### config.mk
export PLATFORM = sky130hd
export DESIGN_NAME = sat_counter
export DESIGN_NICKNAME = d
export VERILOG_FILES = /design/src/rtl/count_seq_checker_sat_counter.sv
export SDC_FILE = /design/constraint.sdc
export NUM_CORES = 1
export LEC_CHECK = 0
export ABC_AREA = 1
export CAP_MARGIN = 25
export CORE_AREA = 2 2 39 41
export DETAILED_ROUTE_END_ITERATION = 16
export DIE_AREA = 0 0 41 43
export PLACE_DENSITY = 0.71
export SLEW_MARGIN = 10
export SYNTH_ARGS = -nofsm -noshare
export SYNTH_HDL_FRONTEND = slang
export SYNTH_SLANG_ARGS = --single-unit
### constraint.sdc
create_clock -name clk -period 1.3 [get_ports clk]
set_input_delay 0.195 -clock clk [delete_from_list [all_inputs] [get_ports clk]]
set_output_delay 0.195 -clock clk [all_outputs]
set_load 0.01 [all_outputs]
### src/rtl/count_seq_checker_sat_counter.sv
// sat_counter: saturating up-counter used for the checker's error tally.
// Ports:
//   clk    in   1      rising-edge clock
//   clr_n  in   1      asynchronous active-low clear
//   inc    in   1      add one this cycle (ignored once all-ones)
//   count  out  WIDTH  current count, sticks at all-ones
module sat_counter #(
  parameter int WIDTH = 8
) (
  input  logic             clk,
  input  logic             clr_n,
  input  logic             inc,
  output logic [WIDTH-1:0] count
);

  always_ff @(posedge clk or negedge clr_n) begin
    if (!clr_n) begin
      count <= '0;
    end else if (inc && (count != {WIDTH{1'b1}})) begin
      count <= count + 1'b1;
    end
  end

endmodule

==> metrics.txt <==
status=complete, no violations; Die X-Extent=41 um; Seq cells post-synth=8; Leak Pwr=0.360 nW; initial drt markers=11; P&R area growth vs syn=43.5%; CP arrival=1.07 ns; register area share after synthesis=41.5%; # hold bufs at CTS=0; initial core utilization=34.9%; grt total ovfl=0; syn_nets=67; Final Worst Setup Slack=0.0329 ns; Die Ht=43 um; worst setup path class=register to output port; Layout Skew=0.00309 ns; Fin. Hold Viols=0; setup TNS=0 ns; Via Count=467; port bufs=10; GRT met3 Usage=4.71%; FF/Latch Area=200 sq um; Max Slew Vio Count=0; Mapped Cells=63; top flop regs=count x8; clock-pin slew on the worst setup and hold paths=0.06 ns; area of the multi-input gates=260 sq um; Detailed Routing Iterations Pass 1=4; routed length per instance=11.3 um; CTS root buf=clkbuf_4; overall global routing resource usage=14.8%; Placer Congestion=0.684; dpl hpwl=779 um; DP Worst Slack=0.0393 ns; largest net degree at the start of global routing=9; Layout Nets=92; number of synthesis warnings=0; crit path max fanout=3; share of cells above drive strength 1=24.4%; initial antenna violation count=0; max FFs per register=8; Worst Tran Pin Value=0.391 ns; CTS tree=built; Peak Freq=0.789 GHz; IR Drop Worst-Case VDD=0.750 mV; I/O pin count=11; Netlist cell types=18; clock tree buffer depth=2; row count=14; Setup crit end kind=output port; Core Area=1380 sq um; min Tclk post-route=1.27 ns; TritonCTS Buffers=3; Hold/Removal Path Class=input pin to asynchronous set/reset pin; commonest non-fill, non-tap cell in the layout=nand2_1; routed vias/inst=4.58; DR DRC count=0; startpoint types=register; Post-Route WL=1160 um; CTS H-Tree Depth=1; worst setup path start=count[1]; Top reg by flops=count; GR Layer Usage met2=22.5%; max-cap violations=0; number of global-route vias before repair=400; Clock Sinks=8; ANT cells=0; clock latency on the worst-skew pair=0.25 ns; data required time of the worst path=1.11 ns; Final ANT Viol Nets=0; met1 GRT Util=17.6%; syn_area_per_cell=7.67 sq um; Slew HR=73.8%; most frequent cells in the layout=nand2_1, buf_4, dfrtp_1, dlygate4sd2_1, nor2_1; full die area=1760 sq um; Fillers=156; first-pass GRT wire length=1700 um; mapped cell area=483 sq um; # setup viols final=0; most used routing layer=met2; RR Startpoint=count[1]; Pwr Density=1620 nW/um^2; final period utilization=97.5%
## cell families after synthesis
kind of cell    Yosys count  synth area share, %
compound gates            2                 2.07
simple gates             44                 45.1
buf+inv                   6                 5.18
xor+xnor                  2                 3.63
fa+ha+maj                 1                 2.59
flops                     8                 41.5
## critical path: stages (launching register included)
cell and delay (ns):
dfrtp_1 0.40, buf_4 0.15, dlygate4sd2_1 0.27
## Yosys cell counts
cell,n,area (sq um)
inv_4,1,6.26
dfrtp_1,8,200
nor2_1,6,22.5
nand2_2,1,6.26
nand2_4,1,11.3
nand2_8,1,20.0
xnor2_1,1,8.76
nor3_1,1,5.00
xor2_1,1,8.76
nor2_2,1,6.26
nand2_1,27,101
inv_1,5,18.8
nor3b_1,1,7.51
a21oi_1,1,5.00
nor2_4,2,22.5
ha_1,1,12.5
nand3_1,3,15.0
o21ai_0,1,5.00
## metrics by stage
stage,util [%],hold slack (ns),power [W],instance area (sq um),std cells
final,50.1,0.232,0.00113,693,102
after CTS,48.8,0.237,0.00109,676,100
after global placement,45.8,0.502,0.000878,633,93
after floorplan,-,-0.101,0.000634,483,63
after detailed placement,45.8,0.510,0.000884,633,93
after global routing,50.1,0.245,0.00122,693,102
## routing by layer
layer	vias to the layer above	part of all wire [%]
met2	9	51
met3	2	3.2
li1	242	-
met5	-	0
met4	0	1.2
met1	214	44
## area by class of cell
| class | count | area share (%) |
|---|---|---|
| Timing Repair Buffer | 20 | 23.8 |
| Inverter | 6 | 3.61 |
| Multi-Input combinational cell | 49 | 37.5 |
| Clock buffer | 3 | 3.25 |
| Sequential cell | 8 | 28.9 |
| Tap cell | 16 | 2.89 |
## what timing repair did
action                                  CTS  global route
endpoints found under the setup margin    8             4
setup buffers                             4             2
cloned                                    0             0
resized for setup                         8             1
## final timing paths
kind                       slack, ns  endpoint  cells past startpoint
max in group asynchronous       0.79  count[0]                      1
min in group clk                0.58  count[6]                      2
min reg2reg                     0.58  count[6]                      2
min                             0.23  count[7]                      1
max                             0.03  count[1]                      2
max reg2reg                     0.07  count[4]                      8
## power breakdown
part           internal [W]  switching (W)  total (W)
registers          0.000322      0.0000507   0.000373
logic              0.000277       0.000287   0.000564
clock network      0.000106      0.0000834   0.000189
total              0.000705       0.000421    0.00113
Note: power is estimated with default switching activity, not from simulation.
